==> src/rtl/button_conditioner.sv <==
// -----------------------------------------------------------------------------
// button_conditioner
//
// Front end for the TicTacToe board buttons (center, up, down, left, right,
// erase, restart). Every raw push-button goes through the same chain:
//   2-FF synchroniser -> debounce counter -> clean level -> press pulse
// and, for buttons selected in REPEAT_MASK, an auto-repeat FSM that re-issues
// the press pulse while the button stays held. Bits are fully independent.
//
// Bit mapping: 0 center, 1 up, 2 down, 3 left, 4 right, 5 erase, 6 restart.
//
// Ports
//   clk           in   1          system clock, all state on the rising edge
//   rst_n         in   1          asynchronous active-low reset
//   btn_raw       in   NUM_BTN    raw button pins, asynchronous, active-high
//   btn_level     out  NUM_BTN    debounced button state (registered)
//   btn_pulse     out  NUM_BTN    one-cycle press / repeat event (registered)
//   any_pulse     out  1          OR of btn_pulse, same cycle (registered)
//   rpt_state_dbg out  2*NUM_BTN  repeat FSM state per bit, 2 bits each
//                                 (0 idle, 1 delay, 2 repeat); bits without
//                                 auto-repeat always read 0
//
// Debounce timing: a raw change first sampled at edge k reaches the
// synchroniser output after edge k+1; the level changes at edge
// k+2+DEBOUNCE_CYCLES provided the synchronised value kept disagreeing with
// the level the whole time. Any agreeing cycle restarts the count from zero.
// -----------------------------------------------------------------------------
module button_conditioner #(
    parameter int                 NUM_BTN         = 7,
    parameter int                 DEBOUNCE_CYCLES = 250000,
    parameter int                 CNT_W           = 18,
    parameter logic [NUM_BTN-1:0] REPEAT_MASK     = 7'b0011110,
    parameter int                 REPEAT_DELAY    = 25000000,
    parameter int                 REPEAT_PERIOD   = 10000000,
    parameter int                 RPT_W           = 25
) (
    input  logic                 clk,
    input  logic                 rst_n,
    input  logic [NUM_BTN-1:0]   btn_raw,
    output logic [NUM_BTN-1:0]   btn_level,
    output logic [NUM_BTN-1:0]   btn_pulse,
    output logic                 any_pulse,
    output logic [2*NUM_BTN-1:0] rpt_state_dbg
);

    typedef enum logic [1:0] {
        RPT_IDLE   = 2'd0,
        RPT_DELAY  = 2'd1,
        RPT_REPEAT = 2'd2
    } rpt_state_t;

    localparam longint RPT_MAX = (REPEAT_DELAY > REPEAT_PERIOD) ? REPEAT_DELAY : REPEAT_PERIOD;

    // The debounce counter runs from 0 up to DEBOUNCE_CYCLES; the level flips
    // on the edge where it sits at that terminal value and the inputs still
    // disagree. Together with the two synchroniser stages this gives the
    // k+2+DEBOUNCE_CYCLES latency.
    localparam logic [CNT_W-1:0] DB_TERM     = CNT_W'(DEBOUNCE_CYCLES);
    localparam logic [RPT_W-1:0] DELAY_TERM  = RPT_W'(REPEAT_DELAY - 1);
    localparam logic [RPT_W-1:0] PERIOD_TERM = RPT_W'(REPEAT_PERIOD - 1);

    // -------------------------------------------------------------------------
    // Elaboration-time parameter checks (counters never wrap).
    // -------------------------------------------------------------------------
    if (DEBOUNCE_CYCLES < 2) begin : g_chk_db_min
        $error("button_conditioner: DEBOUNCE_CYCLES must be >= 2");
    end
    if ((64'd1 << CNT_W) <= 64'(DEBOUNCE_CYCLES)) begin : g_chk_cnt_w
        $error("button_conditioner: CNT_W too small for DEBOUNCE_CYCLES");
    end
    if (REPEAT_DELAY < 1 || REPEAT_PERIOD < 1) begin : g_chk_rpt_min
        $error("button_conditioner: REPEAT_DELAY and REPEAT_PERIOD must be >= 1");
    end
    if ((64'd1 << RPT_W) <= 64'(RPT_MAX)) begin : g_chk_rpt_w
        $error("button_conditioner: RPT_W too small for repeat timing");
    end

    // -------------------------------------------------------------------------
    // Shared registers and per-bit combinational results
    // -------------------------------------------------------------------------
    logic [NUM_BTN-1:0] r_sync1;
    logic [NUM_BTN-1:0] r_sync2;
    logic [NUM_BTN-1:0] r_level;
    logic [NUM_BTN-1:0] r_pulse;
    logic               r_any;

    logic [NUM_BTN-1:0] w_toggle;    // level flips on this edge
    logic [NUM_BTN-1:0] w_rise;      // press edge
    logic [NUM_BTN-1:0] w_rpt_fire;  // auto-repeat event
    logic [NUM_BTN-1:0] w_event;     // anything that produces a pulse

    // 2-FF synchroniser for the asynchronous pins.
    always_ff @(posedge clk or negedge rst_n) begin
        if (!rst_n) begin
            r_sync1 <= '0;
            r_sync2 <= '0;
        end else begin
            r_sync1 <= btn_raw;
            r_sync2 <= r_sync1;
        end
    end

    // -------------------------------------------------------------------------
    // Per-button debounce and auto-repeat
    // -------------------------------------------------------------------------
    for (genvar gi = 0; gi < NUM_BTN; gi++) begin : g_btn
        logic [CNT_W-1:0] r_db_cnt;
        logic             w_differ;

        assign w_differ     = r_sync2[gi] ^ r_level[gi];
        assign w_toggle[gi] = w_differ && (r_db_cnt == DB_TERM);

        // Counter only advances across an unbroken run of disagreeing cycles.
        always_ff @(posedge clk or negedge rst_n) begin
            if (!rst_n) begin
                r_db_cnt <= '0;
            end else if (!w_differ || w_toggle[gi]) begin
                r_db_cnt <= '0;
            end else begin
                r_db_cnt <= r_db_cnt + 1'b1;
            end
        end

        if (REPEAT_MASK[gi]) begin : g_rpt
            rpt_state_t       r_state;
            rpt_state_t       w_state_nxt;
            logic [RPT_W-1:0] r_rpt_cnt;
            logic [RPT_W-1:0] w_rpt_cnt_nxt;
            logic             w_fall;
            logic             w_fire;

            assign w_fall = w_toggle[gi] & r_level[gi];

            always_ff @(posedge clk or negedge rst_n) begin
                if (!rst_n) begin
                    r_state   <= RPT_IDLE;
                    r_rpt_cnt <= '0;
                end else begin
                    r_state   <= w_state_nxt;
                    r_rpt_cnt <= w_rpt_cnt_nxt;
                end
            end

            always_comb begin
                w_state_nxt   = r_state;
                w_rpt_cnt_nxt = r_rpt_cnt;
                w_fire        = 1'b0;
                if (w_fall) begin
                    // Release wins over a repeat hit on the same edge, so a
                    // released button never emits a trailing repeat.
                    w_state_nxt   = RPT_IDLE;
                    w_rpt_cnt_nxt = '0;
                end else begin
                    case (r_state)
                        RPT_IDLE: begin
                            if (w_rise[gi]) begin
                                w_state_nxt   = RPT_DELAY;
                                w_rpt_cnt_nxt = '0;
                            end
                        end
                        RPT_DELAY: begin
                            if (r_rpt_cnt == DELAY_TERM) begin
                                w_fire        = 1'b1;
                                w_state_nxt   = RPT_REPEAT;
                                w_rpt_cnt_nxt = '0;
                            end else begin
                                w_rpt_cnt_nxt = r_rpt_cnt + 1'b1;
                            end
                        end
                        RPT_REPEAT: begin
                            if (r_rpt_cnt == PERIOD_TERM) begin
                                w_fire        = 1'b1;
                                w_rpt_cnt_nxt = '0;
                            end else begin
                                w_rpt_cnt_nxt = r_rpt_cnt + 1'b1;
                            end
                        end
                        default: begin
                            w_state_nxt   = RPT_IDLE;
                            w_rpt_cnt_nxt = '0;
                        end
                    endcase
                end
            end

            assign w_rpt_fire[gi]           = w_fire;
            assign rpt_state_dbg[2*gi +: 2] = r_state;
        end else begin : g_no_rpt
            assign w_rpt_fire[gi]           = 1'b0;
            assign rpt_state_dbg[2*gi +: 2] = RPT_IDLE;
        end
    end

    assign w_rise  = w_toggle & ~r_level;
    assign w_event = w_rise | w_rpt_fire;

    // -------------------------------------------------------------------------
    // Output registers: level, pulse and the combined pulse all update on the
    // same edge, so btn_pulse lines up with the rising btn_level.
    // -------------------------------------------------------------------------
    always_ff @(posedge clk or negedge rst_n) begin
        if (!rst_n) begin
            r_level <= '0;
            r_pulse <= '0;
            r_any   <= 1'b0;
        end else begin
            r_level <= r_level ^ w_toggle;
            r_pulse <= w_event;
            r_any   <= |w_event;
        end
    end

    assign btn_level = r_level;
    assign btn_pulse = r_pulse;
    assign any_pulse = r_any;

endmodule

==> config.mk <==
export PLATFORM = sky130hd
export DESIGN_NAME = button_conditioner
export DESIGN_NICKNAME = d
export VERILOG_FILES = /design/src/rtl/button_conditioner.sv
export SDC_FILE = /design/constraint.sdc
export NUM_CORES = 1
export LEC_CHECK = 0
export BUFFER_PORTS_ARGS = -buffer_cell sky130_fd_sc_hd__buf_2
export CAP_MARGIN = 0
export CORE_ASPECT_RATIO = 1.75
export CORE_MARGIN = 3
export CORE_UTILIZATION = 33
export DETAILED_ROUTE_END_ITERATION = 8
export PLACE_DENSITY = 0.57
export SLEW_MARGIN = 20
export SYNTH_ARGS = -nofsm -noshare
export SYNTH_HDL_FRONTEND = slang
export SYNTH_SLANG_ARGS = --single-unit
==> constraint.sdc <==
create_clock -name clk -period 3.6 [get_ports clk]
set_input_delay 0.36 -clock clk [delete_from_list [all_inputs] [get_ports clk]]
set_output_delay 0.36 -clock clk [all_outputs]
set_load 0.02 [all_outputs]
Word level (Yosys, flattened, before mapping)
Index checks and enable logic that the tools add are counted.
W data, S select, Z words.
- flip-flop bits (word level): 263
- output and inout bits: 29
- word-level logic and storage cells: 170
- add/sub/neg operators: 11
- equality and inequality tests: 35
- mux-type cells: 59
- bitwise gates (word level): 15
- reduce and logical (&&, ||, !) cells: 30
- operator list (kind ; number):
    $mux W25 ; 16
    $pmux W25 S3 ; 4
    $add A18 B1 Y18 const B ; 7
    $eq A18 B18 Y1 const B ; 7
    $mux W18 ; 7
    $add A25 B1 Y25 const B ; 4
    $eq A25 B24 Y1 const B ; 4
    $eq A25 B25 Y1 const B ; 4
    $mux W2 ; 12
    $ne A3 B3 Y1 const B ; 8
    $pmux W2 S3 ; 4
    $mux W1 ; 12
    $reduce_and A3 Y1 ; 4
    $eq A2 B1 Y1 const B ; 4
    $eq A2 B2 Y1 const B ; 4
    $logic_not A2 Y1 ; 4
    $ne A2 B2 Y1 const B ; 4
    $pmux W1 S2 ; 4
    $and A7 B7 Y7 ; 1
    $logic_and A1 B1 Y1 ; 7
    $logic_not A1 Y1 ; 7
    $logic_or A1 B1 Y1 ; 7
    $not A7 Y7 ; 1
    $or A7 B5 Y7 ; 1
    4 further kinds ; 13

Depth between registers and ports, before layout
Gate-level depths: netlist (run 1).
- word-level depth: 6
- gate-level depth with buffers: 11

Least setup slack after synthesis (run 1)
No wires, ideal clock.
- path type: register to register
- start point: reg g_btn[2].g_rpt.r_rpt_cnt[6]
- end point: reg g_btn[2].g_rpt.r_rpt_cnt[18]
- library setup time: 0.121 ns
- arrival time: 2.422 ns
- required time: 3.479 ns
- slack: 1.057 ns
- stages on the path, launching flop included: 9
- buffers on the path: 2
- period minus slack after synthesis: 2.543 ns
- path through: dfrtp_1 -> buf_6 -> or3b_1 -> or4_1 -> o41a_1 -> o211a_1 -> buf_6 -> a21o_1 -> a22o_1
- word-level cells in the longest chain between the ends: 4
- elaborated cells on any way between the ends: 7
- ends and longest elaborated chain (what ; RTL line ; source):
    start: declaration ; 127 ; logic [RPT_W-1:0] r_rpt_cnt;
    start signal: assignment ; 140 ; r_rpt_cnt <= w_rpt_cnt_nxt;
    $add A25 B1 Y25, or another cell as far along ; 167, 175 ;
    $mux W25, on equally long branches ; 171, 162 ;
    $pmux W25 S3 (*) ; 154 ; case (r_state)
    $mux W25 (*) ; 148 ; if (w_fall) begin
Every way passes the cells marked *; elsewhere a longest branch is shown, timed or not.
A chain may end at the register's enable or synchronous reset.

Final worst setup path (run 1)
- start point: reg g_btn[3].r_db_cnt[0]
- end point: reg g_btn[3].g_rpt.r_rpt_cnt[5]
- word-level cells in the longest chain between the ends: 4
- elaborated cells on any way between the ends: 6
- ends and longest elaborated chain (what ; RTL line ; source):
    start: declaration ; 107 ; logic [CNT_W-1:0] r_db_cnt;
    start signal: assignment ; 120 ; r_db_cnt <= r_db_cnt + 1'b1;
    $eq A18 B18 Y1 (*) ; 111 ; assign w_toggle[gi] = w_differ && (r_db_cnt == DB_TERM);
    $logic_and A1 B1 Y1 (*) ; 111 ;
    $and A7 B7 Y7 or $and A1 B1 Y1 (tied branches) ; 194, 132 ;
    $ne A3 B3 Y1 (no line) or $mux W25 (tied branches) ; -- ;
    end signal: assignment ; 140 ;
    end: declaration ; 127 ;
Marks and branches as above.

==> results of run 1 <==
-- path summary, 6_finish.rpt --
path / endpoint / slack [ps] / cells after the start
setup / recovery: g_btn[3].g_rpt.r_rpt_cnt[5] / 640 / 8
max in group asynchronous: g_btn[2].r_db_cnt[11] / 2130 / 3
hold / removal: r_sync2[3] / 350 / 0
min in group asynchronous: r_sync1[4] / 360 / 2
setup reg to reg: g_btn[3].g_rpt.r_rpt_cnt[5] / 640 / 8
hold reg to reg: r_sync2[3] / 350 / 0
-- cell families after synthesis --
logic type,synth area share [%]
AOI/OAI and AO/OA,8.30
xor gates and xnor gates,9.38
adders and majority gates,3.33
buffers and inverters,2.98
DFF,47.3
muxes,0.621
other,0.0270
and+or+nand+nor,28.0
-- layer usage --
metal	part of all wire, %	global-route usage, %	routed length [um]
met3	2.7	1.63	843
met1	40	15.8	12500
met5	0	0	0
met2	54	27.4	16900
met4	2.8	4.84	860
-- layout make-up --
cell class,count,share of cell area [%]
inverters,52,1.23
well taps,550,4.34
clock buffers,36,5.06
repair buffers,54,2.26
multi-input cells,1126,43.8
flip-flops and latches,263,41.5
clock inverters,16,1.81
-- stage by stage --
stage               std cells  total power [mW]
floorplan                1485              3.13
global placement         2037              3.23
detailed placement       2037              3.23
CTS                      2097              6.67
global route             2097              6.82
finish                   2097              6.54
-- registers in the layout, indices dropped and copies added (netlist names), named ones only --
register	cells
any_pulse	1
btn_pulse	7
g_btn.g_rpt.r_rpt_cnt	100
g_btn.g_rpt.r_state	8
g_btn.r_db_cnt	126
r_sync1	7
r_sync2	7
-- cells in the mapped netlist, drive strengths merged, types with 13 or more instances --
master and count:
dfrtp 263, nor2 222, nand2 136, nand3 105
xor2 79, xnor2 70, nand4 56, inv 52
o21ai 46, ha 37, nor3 34, and3 33
clkbuf 33, or3 31, nor4 26, a21oi 22
a22o 21, nor4b 17, or4 16, and4 15
and2 14, nor2b 14, o31ai 14, a21o 13
-- power by group through the flow --
| stage | Clock [mW] | Combinational [mW] | Sequential [mW] |
|---|---|---|---|
| finish | 3.37 | 0.162 | 3.01 |
| global route | 3.62 | 0.194 | 3.01 |
| CTS | 3.49 | 0.172 | 3.01 |
| detailed placement | 0 | 0.164 | 3.06 |
| global placement | 0 | 0.162 | 3.06 |
| floorplan | 0 | 0.0764 | 3.06 |
-- what timing repair did --
| item | in CTS | in global routing |
|---|---|---|
| hold buffers | 8 | 0 |
| endpoints found under the setup margin | 0 | 0 |
| hold endpoints to repair | 83 | 0 |
==> impl_metrics.yaml, run 1 <==
outcome:
  outcome: "completed"
cts:
  path_clk_slew_ps: 60
  clk_path_buf_depth: 3
  clock-sinks: 263
  post_cts_resized: 0
  post-cts-setup-buffers: 0
  h-tree-depth: 1
  cts_buffers: 28
  clk_latency_ps: 550
  cts_tree: "yes"
  root_buffer: "clkbuf_16"
route:
  ant_nets: 0
  drt_iter0_drc: 448
  first_pass_iters: 4
  wirelength_um: 31100
  via_count: 10800
  detail_route.wl_per_cell_um: 14.8
  drcViolationCount: 0
  drt-vias-per-instance: 5.15
power_and_ir_drop:
  clkPwrFrac_pct: 51.5
  power_switching_mw: 1.37
  p_comb_share_pct: 2.5
  p_int_mw: 5.17
  power.density_mw_per_mm2: 413
  ir_drop_mv: 0.328
  switching_share_pct: 21.0
  p_leak_nw: 6.65
  sequentialPowerShare_pct: 46.0
worst_setup_path:
  slowest_stage: "o41ai_1"
  endpoint_kind: "register"
  path_cells: "inv_1, ha_1, nor4bb_1, nand2_1, o41ai_1, o21bai_1, nor2_1, a221o_1"
  cp.arrival_ps: 3390
  path_delay_family: "compound AO/OA/AOI/OAI gates"
  cp_data_required_time_ps: 4030
  max_stage_delay_ps: 580
  critPathLaunch: "g_btn[3].r_db_cnt[0]"
  cp_num_buf_inv: 1
  r2r_start: "g_btn[3].r_db_cnt[0]"
  worstSetupPathType: "register to register"
  start_kind: "register"
  cp_max_fo: 16
cells_and_area:
  fin_area_mm2: 0.0159
  multi_input_area_mm2: 0.00694
  utilization_pct: 38.5
  layout_common_cells: "dfrtp_1 (263), nor2_1 (222), nand2_1 (136)"
  antenna_cells: 0
  fin_nets: 1571
  final_common_cell: "dfrtp_1"
  seq_area_mm2: 0.00658
  syn2layout_area_growth_pct: 14.0
  fill_cells: 4151
  drive_above_1_share_pct: 7.82
global_routing:
  antenna_found_initial: 0
  grt_pass1_wl_um: 54300
  grt_max_degree: 83
  grt_pass1_vias: 11300
  gr-usage-all-layers_pct: 14.1
  grt_remaining_overflow: 0
timing:
  slew_headroom_pct: 34.9
  rsz0062_at_grt: "no"
  clock_skew_ps: 11.2
  post-route-min-period_ps: 2960
  finalCritPeriodShare_pct: 82.2
  setup_viol: 0
  worst_slew_pin_slew_ps: 974
  max_freq_mhz: 338
  slew_violations: 0
  holdWs_ps: 347
  finalSetupTns_ps: 0
  layout_setup_ws_ps: 641
  hold_viol_final: 0
place:
  gp_congestion: 0.833
  hpwl_um: 22000
  dpl_cell_area_mm2: 0.0147
  numPortBuffers: 31
  pre_cts_slack_ps: 628
run:
  max_cap_viol_count: 0
yosys:
  seq_area_frac_synth_pct: 47.3
  post-synth-top-area-cell: "dfrtp_1"
  synth_edf_count: 0
  synth_top_area_share_pct: 47.3
  synth.distinct_cells: 69
  syn_area_mm2: 0.0139
  ys_ff_latch: 263
  synth.avg_cell_area_um2: 9.40
  synthFlopType: "dfrtp_1"
  synthTopCellsByArea: "dfrtp_1 (47%), nor2_1 (6.0%), xor2_1 (5.0%)"
  async_reset_ff_share_pct: 100
  yosysWarnings: 0
  synthCells: 1480
hold_path:
  hp-start: "r_sync1[3]"
  hold_path_class: "register to register"
die:
  core-area_mm2: 0.0412
  io_pins: 38
  die_area_mm2: 0.0447
  die_w_um: 161
  row_count: 98
  start_util_pct: 33.8
  die_y_um: 278
(Power assumes the default switching activity.)
==> inputs of run 2 (changes only) <==
- clock period: 3.6 -> 3 ns (I/O delays scaled with it)
==> run 2 against run 1 <==
Sequential cell count did not move. Critical endpoint is now g_btn[2].g_rpt.r_rpt_cnt[18]. Highest routed layer unchanged. First-iteration DRC count rose by 12%. Routed wire length barely moved. Design area rose by 0.24%. Critical path depth fell by 2.
==> impl_metrics.yaml, run 2 (synthesized netlist as in run 1, its figures left out) <==
cts:
  clock-sinks: 263
  clk_latency_ps: 550
  h-tree-depth: 1
  post-cts-setup-buffers: 0
  path_clk_slew_ps: 70
  cts_buffers: 29
  clk_path_buf_depth: 3
  cts_tree: "yes"
  root_buffer: "clkbuf_16"
worst_setup_path:
  path_delay_family: "compound AO/OA/AOI/OAI gates"
  cp_data_required_time_ps: 3430
  slowest_stage: "o41a_1"
  cp.arrival_ps: 3280
  max_stage_delay_ps: 550
  endpoint_kind: "register"
  start_kind: "register"
  worstSetupPathType: "register to register"
  path_cells: "or3b_1, or4_1, o41a_1, o211a_1, a21o_1, a22o_1"
  cp_max_fo: 17
  ff2ff_setup_slack_ps: 150
  cp_num_buf_inv: 0
route:
  ant_nets: 0
  via_count: 10700
  drt_iter0_drc: 501
  wirelength_um: 31100
  drt-vias-per-instance: 5.09
  detail_route.wl_per_cell_um: 14.7
  drcViolationCount: 0
  first_pass_iters: 5
outcome:
  outcome: "completed"
cells_and_area:
  syn2layout_area_growth_pct: 14.3
  drive_above_1_share_pct: 8.58
  utilization_pct: 38.6
  top_regs: "g_btn.r_db_cnt (126), g_btn.g_rpt.r_rpt_cnt (100), g_btn.g_rpt.r_state (8)"
  final_common_cell: "dfrtp_1"
  top_register: "g_btn.r_db_cnt"
  layout_common_cells: "dfrtp_1 (263), nor2_1 (222), nand2_1 (136)"
  fill_cells: 4228
  antenna_cells: 0
  largest_reg_flops: 126
  fin_nets: 1586
  fin_cells: 2111
  fin_area_mm2: 0.0159
die:
  die_area_mm2: 0.0447
  core-area_mm2: 0.0412
  die_y_um: 278
  row_count: 98
  io_pins: 38
  die_w_um: 161
  start_util_pct: 33.8
timing:
  slew_headroom_pct: 44.9
  rsz0062_at_grt: "no"
  finalSetupTns_ps: 0
  post-route-min-period_ps: 2850
  clock_skew_ps: 13.7
  worst_slew_pin_slew_ps: 826
  slew_violations: 0
  setup_viol: 0
  max_freq_mhz: 351
  hold_viol_final: 0
  finalCritPeriodShare_pct: 94.8
global_routing:
  grt_pass1_wl_um: 53400
  grt_pass1_vias: 11100
  antenna_found_initial: 0
  grt_remaining_overflow: 0
  grt_max_degree: 79
  gr-usage-all-layers_pct: 14.0
power_and_ir_drop:
  p_leak_nw: 6.69
  power.density_mw_per_mm2: 472
  ir_drop_mv: 0.391
place:
  dpl_cell_area_mm2: 0.0148
  numPortBuffers: 31
  dp_cells: 2051
  gp_congestion: 0.856
  hpwl_um: 22100
hold_path:
  hold_path_class: "primary input to asynchronous set/reset pin"
run:
  max_cap_viol_count: 0
[run 2: worst reg2reg max path: stages (launching register included)]
cell     delay, ps
dfrtp_1        440
or3b_1         370
or4_1          440
o41a_1         550
o211a_1        500
a21o_1         260
a22o_1         170
[run 2: final timing paths]
check                           cells after the start                          from                            to
worst max register to register                      6  g_btn[2].g_rpt.r_rpt_cnt[15]  g_btn[2].g_rpt.r_rpt_cnt[18]
worst min-delay path                                2                         rst_n  g_btn[3].g_rpt.r_rpt_cnt[12]
min in group clk                                    0                    r_sync1[3]                    r_sync2[3]
max in group asynchronous                           3                         rst_n   g_btn[2].g_rpt.r_rpt_cnt[8]
worst min register to register                      0                    r_sync1[3]                    r_sync2[3]
worst max-delay path                                6  g_btn[2].g_rpt.r_rpt_cnt[15]  g_btn[2].g_rpt.r_rpt_cnt[18]
[run 2: metal layers]
layer / global-route usage (%) / vias to the layer above / part of all wire, %
met5: 0 / - / 0
met4: 4.73 / 0 / 2.6
met3: 1.57 / 44 / 2.2
met2: 27.1 / 128 / 55
met1: 15.7 / 5241 / 41
li1: - / 5324 / -
[run 2: timing repair]
| item | in CTS | in global routing |
|---|---|---|
| gates resized for setup | 0 | 1 |
| hold buffers | 8 | 0 |
| endpoints found under the setup margin | 0 | 2 |
| hold endpoints to repair | 80 | 0 |
[run 2: through the flow]
stage	power (mW)	setup slack, ps	hold WS, ps
floorplan	3.76	457	4.41
global placement	3.87	191	332
detailed placement	3.88	169	336
CTS	7.64	156	340
global route	7.83	12.7	353
finish	7.49	155	287
[run 2: layout make-up]
class                           count  area, um2  area share [%]
Multi-Input combinational cell   1126       6940            43.7
Sequential cell                   263       6580            41.4
Clock buffer                       36        792            4.99
Tap cell                          550        688            4.33
Timing Repair Buffer               68        500            3.15
Inverter                           52        195            1.23
Clock inverter                     16        194            1.22
[run 2: power breakdown]
group / total (mW) / switching [mW] / internal, mW
sequential: 3.61 / 0.0334 / 3.58
combinational: 0.198 / 0.140 / 0.0581
clock: 3.68 / 1.47 / 2.21
total: 7.49 / 1.64 / 5.85
